--- src/rtl/board_renderer_pipelined.sv ---
// Pipelined VGA renderer for the connect-four board: synchronous board read,
// 2-cycle colour/sync latency, falling-piece animation and winner blink.
module board_renderer_pipelined #(
   parameter int unsigned ROWS          = 8,
   parameter int unsigned COLS          = 8,
   parameter int unsigned CELL_LOG2     = 5,
   parameter int unsigned BOARD_X       = 192,
   parameter int unsigned BOARD_Y       = 112,
   parameter int unsigned CURSOR_OFFSET = 16,
   parameter int unsigned RADIUS        = 14,
   parameter int unsigned FALL_FRAMES   = 4,
   parameter int unsigned BLINK_FRAMES  = 16,
   localparam int unsigned RW = (ROWS > 1) ? $clog2(ROWS) : 1,
   localparam int unsigned CW = (COLS > 1) ? $clog2(COLS) : 1
) (
   input  logic          clk_25MHz,
   input  logic          rst,
   input  logic [9:0]    h_count,
   input  logic [9:0]    v_count,
   input  logic          hsync_in,
   input  logic          vsync_in,
   input  logic          frame_start,
   output logic [RW-1:0] board_rd_row,
   output logic [CW-1:0] board_rd_col,
   input  logic [1:0]    board_rd_data,
   input  logic [CW-1:0] current_col,
   input  logic [1:0]    current_player,
   input  logic [1:0]    winner,
   input  logic          drop_start,
   input  logic [CW-1:0] drop_col,
   input  logic [RW-1:0] drop_row,
   input  logic [1:0]    drop_player,
   output logic          drop_busy,
   output logic          drop_done,
   output logic          vga_hsync,
   output logic          vga_vsync,
   output logic [1:0]    vga_r,
   output logic [1:0]    vga_g,
   output logic [1:0]    vga_b
);

   localparam int unsigned CELL    = 1 << CELL_LOG2;
   localparam int unsigned HALF    = CELL / 2;
   localparam int unsigned SW      = 2 * CELL_LOG2 + 1;
   localparam int unsigned R_SQ    = RADIUS * RADIUS;
   localparam int unsigned X_END   = BOARD_X + COLS * CELL;
   localparam int unsigned Y_END   = BOARD_Y + ROWS * CELL;
   localparam int unsigned BAND_Y1 = BOARD_Y - CURSOR_OFFSET;
   localparam int unsigned BAND_Y0 = BAND_Y1 - CELL;
   localparam int unsigned FW      = (FALL_FRAMES > 1) ? $clog2(FALL_FRAMES) : 1;
   localparam int unsigned BW      = (BLINK_FRAMES > 1) ? $clog2(BLINK_FRAMES) : 1;

   localparam logic [5:0] RGB_BLACK  = 6'b00_00_00;
   localparam logic [5:0] RGB_BLUE   = 6'b00_00_11;
   localparam logic [5:0] RGB_EMPTY  = 6'b01_11_01;
   localparam logic [5:0] RGB_YELLOW = 6'b11_11_00;
   localparam logic [5:0] RGB_RED    = 6'b11_00_00;

   typedef enum logic {S_IDLE = 1'b0, S_FALL = 1'b1} state_t;

   // Distance from the cell centre, taken as magnitudes so the sum cannot wrap.
   function automatic logic f_in_circle(input logic [CELL_LOG2-1:0] px,
                                        input logic [CELL_LOG2-1:0] py);
      logic [SW-1:0] ax;
      logic [SW-1:0] ay;
      ax = (SW'(px) >= SW'(HALF)) ? SW'(px) - SW'(HALF) : SW'(HALF) - SW'(px);
      ay = (SW'(py) >= SW'(HALF)) ? SW'(py) - SW'(HALF) : SW'(HALF) - SW'(py);
      return (ax * ax + ay * ay) <= SW'(R_SQ);
   endfunction

   function automatic logic [5:0] f_player_rgb(input logic [1:0] p);
      case (p)
         2'b01:   return RGB_YELLOW;
         2'b10:   return RGB_RED;
         default: return RGB_EMPTY;
      endcase
   endfunction

   // Stage 0: pixel geometry
   logic [31:0]          w_h32;
   logic [31:0]          w_v32;
   logic [9:0]           w_ox;
   logic [9:0]           w_oy;
   logic [CELL_LOG2-1:0] w_by;
   logic                 w_in_x;
   logic                 w_in_board;
   logic                 w_in_band;
   logic                 w_in_circle;
   logic                 w_active;
   logic [CW-1:0]        w_col;
   logic [RW-1:0]        w_row;

   assign w_h32       = 32'(h_count);
   assign w_v32       = 32'(v_count);
   assign w_ox        = 10'(w_h32 - BOARD_X);
   assign w_oy        = 10'(w_v32 - BOARD_Y);
   assign w_by        = CELL_LOG2'(w_v32 - BAND_Y0);
   assign w_in_x      = (w_h32 >= BOARD_X) && (w_h32 < X_END);
   assign w_in_board  = w_in_x && (w_v32 >= BOARD_Y) && (w_v32 < Y_END);
   assign w_in_band   = w_in_x && (w_v32 >= BAND_Y0) && (w_v32 < BAND_Y1);
   assign w_col       = CW'(w_ox >> CELL_LOG2);
   assign w_row       = RW'(ROWS - 1) - RW'(w_oy >> CELL_LOG2);
   assign w_active    = (h_count < 10'd640) && (v_count < 10'd480);
   // The cursor band is not cell-aligned with the board, so it gets its own vertical origin.
   assign w_in_circle = w_in_band ? f_in_circle(w_ox[CELL_LOG2-1:0], w_by)
                                  : f_in_circle(w_ox[CELL_LOG2-1:0], w_oy[CELL_LOG2-1:0]);

   assign board_rd_col = w_col;
   assign board_rd_row = w_row;

   // Stage 1 register, aligned with board_rd_data
   logic          r1_in_board;
   logic          r1_in_band;
   logic          r1_in_circle;
   logic          r1_active;
   logic [CW-1:0] r1_col;
   logic [RW-1:0] r1_row;
   logic          r1_hs;
   logic          r1_vs;

   always_ff @(posedge clk_25MHz or posedge rst) begin
      if (rst) begin
         r1_in_board  <= 1'b0;
         r1_in_band   <= 1'b0;
         r1_in_circle <= 1'b0;
         r1_active    <= 1'b0;
         r1_col       <= '0;
         r1_row       <= '0;
         r1_hs        <= 1'b1;
         r1_vs        <= 1'b1;
      end else begin
         r1_in_board  <= w_in_board;
         r1_in_band   <= w_in_band;
         r1_in_circle <= w_in_circle;
         r1_active    <= w_active;
         r1_col       <= w_col;
         r1_row       <= w_row;
         r1_hs        <= hsync_in;
         r1_vs        <= vsync_in;
      end
   end

   // Drop animation FSM
   state_t        r_state;
   state_t        w_state_nxt;
   logic [CW-1:0] r_drop_col;
   logic [CW-1:0] w_drop_col_nxt;
   logic [RW-1:0] r_drop_row;
   logic [RW-1:0] w_drop_row_nxt;
   logic [1:0]    r_drop_player;
   logic [1:0]    w_drop_player_nxt;
   logic [RW-1:0] r_anim_row;
   logic [RW-1:0] w_anim_row_nxt;
   logic [FW-1:0] r_frame_cnt;
   logic [FW-1:0] w_frame_cnt_nxt;
   logic          r_drop_done;
   logic          w_drop_done_nxt;

   always_ff @(posedge clk_25MHz or posedge rst) begin
      if (rst) begin
         r_state       <= S_IDLE;
         r_drop_col    <= '0;
         r_drop_row    <= '0;
         r_drop_player <= '0;
         r_anim_row    <= '0;
         r_frame_cnt   <= '0;
         r_drop_done   <= 1'b0;
      end else begin
         r_state       <= w_state_nxt;
         r_drop_col    <= w_drop_col_nxt;
         r_drop_row    <= w_drop_row_nxt;
         r_drop_player <= w_drop_player_nxt;
         r_anim_row    <= w_anim_row_nxt;
         r_frame_cnt   <= w_frame_cnt_nxt;
         r_drop_done   <= w_drop_done_nxt;
      end
   end

   always_comb begin
      w_state_nxt       = r_state;
      w_drop_col_nxt    = r_drop_col;
      w_drop_row_nxt    = r_drop_row;
      w_drop_player_nxt = r_drop_player;
      w_anim_row_nxt    = r_anim_row;
      w_frame_cnt_nxt   = r_frame_cnt;
      w_drop_done_nxt   = 1'b0;
      case (r_state)
         S_IDLE: begin
            if (drop_start && (32'(drop_row) <= ROWS - 1) && (32'(drop_col) <= COLS - 1)) begin
               w_state_nxt       = S_FALL;
               w_drop_col_nxt    = drop_col;
               w_drop_row_nxt    = drop_row;
               w_drop_player_nxt = drop_player;
               w_anim_row_nxt    = RW'(ROWS - 1);
               w_frame_cnt_nxt   = '0;
            end
         end
         S_FALL: begin
            if (frame_start) begin
               if (r_frame_cnt == FW'(FALL_FRAMES - 1)) begin
                  w_frame_cnt_nxt = '0;
                  if (r_anim_row > r_drop_row) begin
                     w_anim_row_nxt = r_anim_row - RW'(1);
                  end else begin
                     w_drop_done_nxt = 1'b1;
                     w_state_nxt     = S_IDLE;
                  end
               end else begin
                  w_frame_cnt_nxt = r_frame_cnt + FW'(1);
               end
            end
         end
      endcase
   end

   assign drop_busy = (r_state == S_FALL);
   assign drop_done = r_drop_done;

   // Winner blink: phase toggles every BLINK_FRAMES frames while a player has won
   logic [BW-1:0] r_blink_cnt;
   logic          r_blink_on;
   logic          w_has_winner;

   assign w_has_winner = (winner == 2'b01) || (winner == 2'b10);

   always_ff @(posedge clk_25MHz or posedge rst) begin
      if (rst) begin
         r_blink_cnt <= '0;
         r_blink_on  <= 1'b1;
      end else if (!w_has_winner) begin
         r_blink_cnt <= '0;
         r_blink_on  <= 1'b1;
      end else if (frame_start) begin
         if (r_blink_cnt == BW'(BLINK_FRAMES - 1)) begin
            r_blink_cnt <= '0;
            r_blink_on  <= ~r_blink_on;
         end else begin
            r_blink_cnt <= r_blink_cnt + BW'(1);
         end
      end
   end

   // Stage 2 colour selection
   logic [5:0] w_rgb;

   always_comb begin
      w_rgb = RGB_EMPTY;
      if (!r1_active) begin
         w_rgb = RGB_BLACK;
      end else if (r1_in_board && !r1_in_circle) begin
         w_rgb = RGB_BLUE;
      end else if (r1_in_board) begin
         if (drop_busy && (r1_col == r_drop_col) && (r1_row == r_anim_row)) begin
            w_rgb = f_player_rgb(r_drop_player);
         end else if (w_has_winner && (board_rd_data == winner) && !r_blink_on) begin
            w_rgb = RGB_EMPTY;
         end else begin
            w_rgb = f_player_rgb(board_rd_data);
         end
      end else if (r1_in_band && (r1_col == current_col) && r1_in_circle &&
                   (winner == 2'b00) && !drop_busy) begin
         w_rgb = f_player_rgb(current_player);
      end
   end

   logic [5:0] r2_rgb;
   logic       r2_hs;
   logic       r2_vs;

   always_ff @(posedge clk_25MHz or posedge rst) begin
      if (rst) begin
         r2_rgb <= RGB_BLACK;
         r2_hs  <= 1'b1;
         r2_vs  <= 1'b1;
      end else begin
         r2_rgb <= w_rgb;
         r2_hs  <= r1_hs;
         r2_vs  <= r1_vs;
      end
   end

   assign vga_r     = r2_rgb[5:4];
   assign vga_g     = r2_rgb[3:2];
   assign vga_b     = r2_rgb[1:0];
   assign vga_hsync = r2_hs;
   assign vga_vsync = r2_vs;

endmodule

--- config.mk ---
export PLATFORM = sky130hd
export DESIGN_NAME = board_renderer_pipelined
export DESIGN_NICKNAME = d
export VERILOG_FILES = /design/src/rtl/board_renderer_pipelined.sv
export SDC_FILE = /design/constraint.sdc
export NUM_CORES = 1
export LEC_CHECK = 0
export BUFFER_PORTS_ARGS = -buffer_cell sky130_fd_sc_hd__buf_2
export CAP_MARGIN = 5
export CORE_ASPECT_RATIO = 1.4
export CORE_MARGIN = 1
export CORE_UTILIZATION = 50
export CTS_BUF_LIST = sky130_fd_sc_hd__clkbuf_8
export DETAILED_ROUTE_END_ITERATION = 6
export PLACE_DENSITY = 0.74
export SYNTH_ARGS = -nofsm -noshare
export SYNTH_HDL_FRONTEND = slang
export SYNTH_SLANG_ARGS = --single-unit
--- constraint.sdc ---
create_clock -name clk_25MHz -period 5.7 [get_ports clk_25MHz]
set_clock_uncertainty 0.15 [all_clocks]
set_input_delay 0.285 -clock clk_25MHz [delete_from_list [all_inputs] [get_ports clk_25MHz]]
set_output_delay 0.285 -clock clk_25MHz [all_outputs]
set_load 0.02 [all_outputs]
# Word-level counts from Yosys, hierarchy flattened
# Index checks and enable logic that the tools add are counted.
# word_totals
register_bits	40
out_inout_bits	16
# op_classes
mul	3
muxes	37
eq_ne	20
add_sub_neg	15
bitwise	2
n_reduce_logical	24
n_lt_le_gt_ge	14
# ops
op	count
$mux 6	6
$pmux 6 s2	3
$mul 11x11->11	3
$mux 11	3
$lt 10x9->1 const B	3
$add 11x11->11	2
$le 11x8->1 const B	2
$ge 10x7->1 const B	2
$sub 5x5->6 const A	3
$sub 5x5->6 const B	3
$ge 5x5->1 const B	3
$logic_and 1x1->1	15
$mux 1	12
$mux 3	4
$mux 4	3
$eq 2x2->1 const B	5
$ge 10x8->1 const B	1
$lt 10x10->1 const B	1
$lt 10x7->1 const B	1
$eq 3x3->1	3
$eq 2x1->1 const B	4
$sub 8x7->8 const B	1
$sub 8x8->8 const B	1
$mux 2	3
19 further kinds	28

# Depth between registers and ports, before layout
# Gate-level depths: netlist of the first run.
# depth
ltp_word	9
ltp_mapped	33
ltp_nobuf	33

# Worst setup path after synthesis of the first run
# OpenSTA, ideal clock, no wires.
# synth_path
path_kind	input -> register
startpoint	in h_count[0]
endpoint	reg r1_in_circle
setup_slack_ns	-1.901
path_buffers	0
arrival_ns	7.325
stages	33
path_cell_list	inv_1 > ha_1 > nor2b_1 > nand2_1 > nor2_1 > fa_1 > ha_1 > fa_1 > ha_1 > inv_1 > fa_1 > inv_1 > ha_1 > a21oi_1 > nor2b_1 > o21a_1 > nor2_1 > xor2_1 > inv_1 > fa_1 > fa_1 > fa_1 > inv_1 > fa_1 > inv_1 > ha_1 > o21ai_0 > o21bai_1 > a21oi_1 > xnor2_1 > xnor2_1 > xor2_1 > o22ai_2
# synth_between
elab_chain_len	7
elab_cells_between_ends	16
cone_classes	5 x add/sub; 1 x mul; 5 x order compare; 2 x mux; 3 x reduce/logical
# synth_rtl
item	line	source
start, declared	18	input logic [9:0] h_count,
$sub 8x8->8	95	assign w_ox = 10'(w_h32 - BOARD_X);
$sub 5x5->6 / $ge 5x5->1 (equally long branches)	66	ax = (SW'(px) >= SW'(HALF)) ? SW'(px) - SW'(HALF) : SW'(HALF) - SW'(px);
$mux 11	66	
$mul 11x11->11	68	return (ax * ax + ay * ay) <= SW'(R_SQ);
$add 11x11->11	68	
$le 11x8->1	68	
$mux 1 *	105	assign w_in_circle = w_in_band ? f_in_circle(w_ox[CELL_LOG2-1:0], w_by)
named net w_in_circle	88	logic w_in_circle;
end signal, assigned	134	r1_in_circle <= w_in_circle;
end, declared	114	logic r1_in_circle;
# Mark *: on every way through the listed nets, which the timed path passes. The rest lies on a longest branch.
# A chain may end at the register's enable or synchronous reset.

# Final worst setup path of the first run
# Ends and elaborated chain as after synthesis.

==> impl_metrics.tcl, run 1 <==
set metrics [dict create \
    status "finished with violations" \
    violations "negative setup slack" \
    fmaxAchievable_mhz 139.2 \
    areaGrowthSynthToFinish_pct 23.67 \
    synthCells 709 \
    die-height_um 137.9 \
    finalCritPeriodShare_pct 126.1 \
    cts_buffers 5 \
    synth-edff-count 0 \
    rsz0062_at_grt "yes" \
    grt_pass1_wl_um 22460 \
    first_global_vias 5443 \
    dr.max_layer_used "met4" \
    die_width_um 99.08 \
    drt-total-wl_um 13040 \
    drtIter0Drc 115 \
    drive_above_1_share_pct 19.37 \
    synth_area_leaders "fa_1 28%, ha_1 17%, dfrtp_1 13%" \
    place_congestion 0.8302 \
    cp-start-kind "input pin" \
    ios 59 \
    overflow 0 \
    min_period_ps 7186 \
    worstPathRequired_ps 5770 \
    slowest_stage "fa_1" \
    synth_most_common_cell "inv_1" \
    cts.sinks 39 \
    wl_met1_um 4555 \
    dp_hpwl_um 11590 \
    synth_top_area_share_pct 28.22 \
    nets 1136 \
    io_buffers 58 \
    postRouteAntennaNets 0 \
    path_common_cell "fa_1" \
    wl_per_cell_um 12.22 \
    cpPeakStageDelay_ps 540 \
    slew_headroom_pct 32.47 \
    min_path_type "input pin to flip-flop" \
    worst_pin_slew_ps 1011 \
    cts_buffer_depth 2 \
    antenna_found_initial 0 \
    path_class "input pin to flip-flop" \
    start_util_pct 51.23 \
    coreArea_um2 12870 \
    instances_no_fill 1067 \
    final-max-slew-violation-count 0 \
    pre_cts_slack_ps -2026 \
    die_area_um2 13660 \
    track_usage_pct 21.01 \
    htree_levels 2 \
    finalSetupViolations 1 \
    final_hold_viol_count 0 \
    drc 0 \
    cts_tree "built" \
    grt_max_degree 40 \
    avgSynthCellArea_um2 9.304 \
    yosysSeqAreaShare_pct 14.89 \
    num_rows 49 \
    cp_max_fo 5 \
    setup_tns_ps -1486 \
    ys_top_cells_by_count "191 x inv_1, 93 x fa_1, 87 x ha_1" \
    crit_path_end_kind "flip-flop" \
    arrival_ps 7260 \
    routed_via_density 4.754 \
    clk_pin_slew_ps 70 \
    yosysTopAreaCell "fa_1" \
    synth_seq_cells 39 \
    synthFlopType "dfrtp_1" \
    synth_cell_type_count 52 \
    maxCapViolCount 0 \
    n_antenna_cell 0 \
    vias 5072 \
    wl_met2_um 7632 \
    clock-root-buffer "clkbuf_8" \
    synth_area_um2 6596 \
    setup_slack_ps -1486 \
    route.met3.wl_um 358 \
    async_flop_share_pct 100.0 \
    dr.pass1.iters 4 \
    dp_cells 1054 \
    yosys_warnings 0 \
    clk_latency_ps 300 \
]
[sequential cells by signal, summed over array words and instances, names as in the netlist, 2 cells and up]
signal / flops
r1_row: 3
r2_rgb: 5
r_drop_row: 3
r_anim_row: 3
r_drop_col: 3
r_blink_cnt: 4
r_drop_player: 2
r_frame_cnt: 2
r1_col: 3
[critical path, delay by kind of cell]
kind	cells	cell delay, ps
adders and majority gates	12	4700
and+or+nand+nor	4	700
xor gates and xnor gates	1	180
buffers and inverters	7	530
AOI/OAI and AO/OA	6	830
[through the flow]
| stage | utilization, % | hold WS, ps | cell area, um^2 |
|---|---|---|---|
| finish | 63.36 | 25.19 | 8158 |
| global placement | 61.59 | 196.1 | 7930 |
| floorplan | - | 139.5 | 7013 |
| detailed placement | 61.59 | 203.5 | 7930 |
| global route | 63.36 | 20.12 | 8158 |
| CTS | 63.09 | 21.01 | 8123 |
[kinds of logic (layout without fill, tap and decap cells)]
family	Yosys count	count (layout)	synth area share [%]
AOI/OAI and AO/OA	84	84	8.156
buffers and inverters	205	328	11.78
other	2	84	0.1139
and+or+nand+nor	121	121	9.238
xor gates and xnor gates	67	67	9.313
muxes	11	11	1.783
adders and majority gates	180	180	44.73
DFF	39	39	14.89
[metal layers]
metal | GRT usage (%) | vias to the layer above
met2 | 45.38 | 99
li1 | - | 2510
met1 | 19.31 | 2434
met3 | 1.462 | 29
met4 | 10.13 | 0
met5 | 0 | -
[cell usage in the layout (no fill, tap or decap), types with 4 or more instances in the layout]
cell and instances:
a21o_1 6, a21oi_1 19, a22oi_1 4, and2_1 10
buf_2 56, buf_4 67, clkbuf_8 5, conb_1 84
dfrtp_1 34, dfstp_2 5, dlygate4sd3_1 4, fa_1 92
ha_1 80, ha_4 7, inv_1 183, inv_2 7
mux2_2 5, mux2i_1 4, nand2_1 22, nand2b_1 8
nand3_1 7, nand4_1 7, nor2_1 34, nor2b_1 8
nor3_1 4, o21ai_0 17, o21bai_1 6, xnor2_1 53
xor2_1 10
[cell type report]
| class | count | area, um^2 |
|---|---|---|
| Multi-Input combinational cell | 547 | 5326 |
| Fill cell | 1102 | 4717 |
| Sequential cell | 39 | 982.2 |
| Timing Repair Buffer | 129 | 849.6 |
| Inverter | 191 | 723.2 |
| Tap cell | 153 | 191.4 |
| Clock buffer | 5 | 68.82 |
| Clock inverter | 3 | 16.27 |
[repair_timing]
item | 4_1_cts | 5_1_grt
hold endpoints to repair | 37 | 0
pin swaps | 30 | 2
setup buffers | 2 | 0
gates resized for setup | 14 | 9
endpoints found under the setup margin | 1 | 1
hold buffers | 4 | 0
[path summary, 6_finish.rpt]
| kind | from | endpoint | slack, ps | cells past startpoint |
|---|---|---|---|---|
| max in group asynchronous | rst | r1_vs$_DFF_PP1_ | 4550 | 4 |
| worst max register to register | r1_col[0]$_DFF_PP0_ | r2_rgb[5]$_DFF_PP0_ | 3540 | 7 |
| worst min register to register | r1_hs$_DFF_PP1_ | vga_hsync$_DFF_PP1_ | 210 | 0 |
| worst max-delay path | h_count[0] | r1_in_circle$_DFF_PP0_ | -1490 | 30 |
| min in group asynchronous | rst | r_drop_player[0]$_DFFE_PP0P_ | 490 | 4 |
| worst min-delay path | h_count[6] | r1_col[1]$_DFF_PP0_ | 30 | 2 |
Power of run 1 is left out: the tool's default activity adds up to more than one toggle a clock period on the data nets, which glitch-free logic cannot reach.
==> inputs of run 2 (changes only) <==
Settings changed: ABC_AREA from default to 1.
==> run 2 against run 1 <==
Compared with the run above:
- the run ends with design-rule violations, negative setup slack left
- area after synthesis grew 2.8%
- critical path depth grew 5
- clock-buffer cell count up 2
- worst hold slack worse by 7.1 ps
- sequential share of layout area decreased by 0.34 points
- cell count increased by 17%
- global-route usage shrank 0.17 points
- register-to-register slack better by 210 ps
- core utilization shrank 0.34 points
- maximum frequency grew 3.8%
- via count grew 12%
==> impl_metrics.tcl, run 2 <==
set metrics [dict create \
    critPathCapture "r1_in_circle$_DFF_PP0_" \
    synth_top_area_share_pct 27.45 \
    synth_cell_type_count 38 \
    yosys_warnings 0 \
    dp_hpwl_um 12040 \
    wl_per_cell_um 11.01 \
    grt_pass1_wl_um 23580 \
    drtIter0Drc 123 \
    cpPeakStageDelay_ps 560 \
    die-height_um 139.8 \
    drc 1 \
    worst_pin_slew_ps 601.5 \
    slew_headroom_pct 59.80 \
    track_usage_pct 20.84 \
    yosysTopAreaCell "fa_1" \
    layout_commonest_cell "inv_1" \
    place_congestion 0.8363 \
    synth_area_um2 6782 \
    finalSetupViolations 1 \
    arrival_ps 7010 \
    critical_path.startpoint "h_count[1]" \
    synthCells 863 \
    postRouteAntennaNets 0 \
    coreArea_um2 13330 \
    first_global_vias 5835 \
    regToRegSetupSlack_ps 3750 \
    areaGrowthSynthToFinish_pct 23.84 \
    worstPathRequired_ps 5790 \
    grt_max_degree 40 \
    ys_top_cells_by_count "261 x inv_1, 135 x nand2_1, 93 x fa_1" \
    utilization_pct 63.02 \
    fmaxAchievable_mhz 144.4 \
    regArea_um2 982.2 \
    status "finished with violations" \
    maxCapViolCount 0 \
    die_width_um 100.4 \
    clock-root-buffer "clkbuf_8" \
    wl_met1_um 5029 \
    cts_tree "built" \
    synthFlopType "dfrtp_1" \
    path_common_cell "fa_1" \
    final-max-slew-violation-count 0 \
    async_flop_share_pct 100.0 \
    setup_slack_ps -1224 \
    clk_latency_ps 300 \
    fill_cells 1209 \
    clk_pin_slew_ps 70 \
    cts_buffer_depth 2 \
    synth_most_common_cell "inv_1" \
    min_period_ps 6924 \
    start_util_pct 50.89 \
    overflow 0 \
    ios 59 \
    path_class "input pin to flip-flop" \
    regMostFlops "r2_rgb" \
    synth_seq_cells 39 \
    num_rows 50 \
    violations "design-rule violations, negative setup slack" \
    cp-start-kind "input pin" \
    drive_above_1_share_pct 18.67 \
    die_area_um2 14040 \
    rr_endpoint "r_anim_row[2]$_DFFE_PP0P_" \
    vias 5696 \
    r2r_cells 10 \
    avgSynthCellArea_um2 7.858 \
    cts.sinks 39 \
    io_buffers 58 \
    layout_common_cells "248 x inv_1, 132 x nand2_1, 92 x fa_1" \
    rsz0062_at_grt "yes" \
    crit_path_end_kind "flip-flop" \
    rr_startpoint "r_anim_row[2]$_DFFE_PP0P_" \
    route.met3.wl_um 296 \
    yosysSeqAreaShare_pct 14.48 \
    multiInputGateArea_um2 5315 \
    setup_tns_ps -1224 \
    min_path_type "input pin to flip-flop" \
    htree_levels 2 \
    top_regs "r2_rgb: 5 flops, r_blink_cnt: 4 flops" \
    worst_hold_slack_ps 18.08 \
    slowest_stage "fa_1" \
    dr.pass1.iters 6 \
    synth-edff-count 0 \
    largest_reg_flops 5 \
    cts_buffers 5 \
    wl_met2_um 8180 \
    pre_cts_slack_ps -1802 \
    routed_via_density 4.564 \
    nets 1288 \
    synth_area_leaders "fa_1 27%, ha_1 16%, inv_1 14%" \
    finalCritPeriodShare_pct 121.5 \
    drt-total-wl_um 13740 \
    final_hold_viol_count 0 \
    cp_max_fo 4 \
    dr.max_layer_used "met4" \
    antenna_found_initial 0 \
    n_antenna_cell 0 \
]
-- run 2: worst max-delay path, delay by kind of cell --
kind	cells	cell delay, ps
AOI/OAI and AO/OA	2	240
buffers and inverters	9	620
and+or+nand+nor	11	1340
adders and majority gates	12	4370
xor gates and xnor gates	1	160
-- run 2: how the worst min path moves through the flow --
stage	from	to	slack, ps	cells after the start
2_1_floorplan	hsync_in	r1_hs$_DFF_PP1_	140	0
3_3_place_gp	r1_vs$_DFF_PP1_	vga_vsync$_DFF_PP1_	200	0
3_5_place_dp	r1_hs$_DFF_PP1_	vga_hsync$_DFF_PP1_	200	0
4_1_cts	h_count[6]	r1_col[1]$_DFF_PP0_	20	2
5_1_grt	h_count[6]	r1_col[1]$_DFF_PP0_	30	2
6_report	h_count[6]	r1_col[1]$_DFF_PP0_	20	2
-- run 2: kinds of logic after synthesis --
group                      Yosys count  synth area share (%)
AOI/OAI and AO/OA                   75                 6.181
xor gates and xnor gates            25                 3.229
adders and majority gates          180                 43.51
buffers and inverters              273                 15.37
DFF                                 39                 14.48
muxes                                3                0.4981
other                                2                0.1107
and+or+nand+nor                    266                 16.62
-- run 2: per-stage QoR --
step                      std cells  instance area, um^2
after floorplan                 945                 7228
after global placement         1231                 8097
after detailed placement       1231                 8097
after CTS                      1247                 8352
after global routing           1248                 8398
final                          1248                 8398
-- run 2: final cells by class --
class                           count  area share [%]
Multi-Input combinational cell    633           63.29
Inverter                          267           11.98
Sequential cell                    39           11.70
Timing Repair Buffer              119           9.133
Tap cell                          182           2.712
Clock buffer                        7           1.147
Clock inverter                      1         0.04470
-- run 2: what timing repair did --
action / in CTS / in global routing
endpoints found under the setup margin: 1 / 1
endpoints found under the hold margin: 37 / 0
hold buffers: 4 / 0
resized for setup: 16 / 10
pin swaps: 27 / 10
setup buffers: 4 / 1
-- run 2: routing by layer --
layer | global-route usage [%] | up-vias
met5 | 0 | -
met4 | 5.492 | 0
met3 | 1.205 | 17
met2 | 44.48 | 89
met1 | 20.61 | 2706
li1 | - | 2884
Power of run 2 is left out for the same reason.
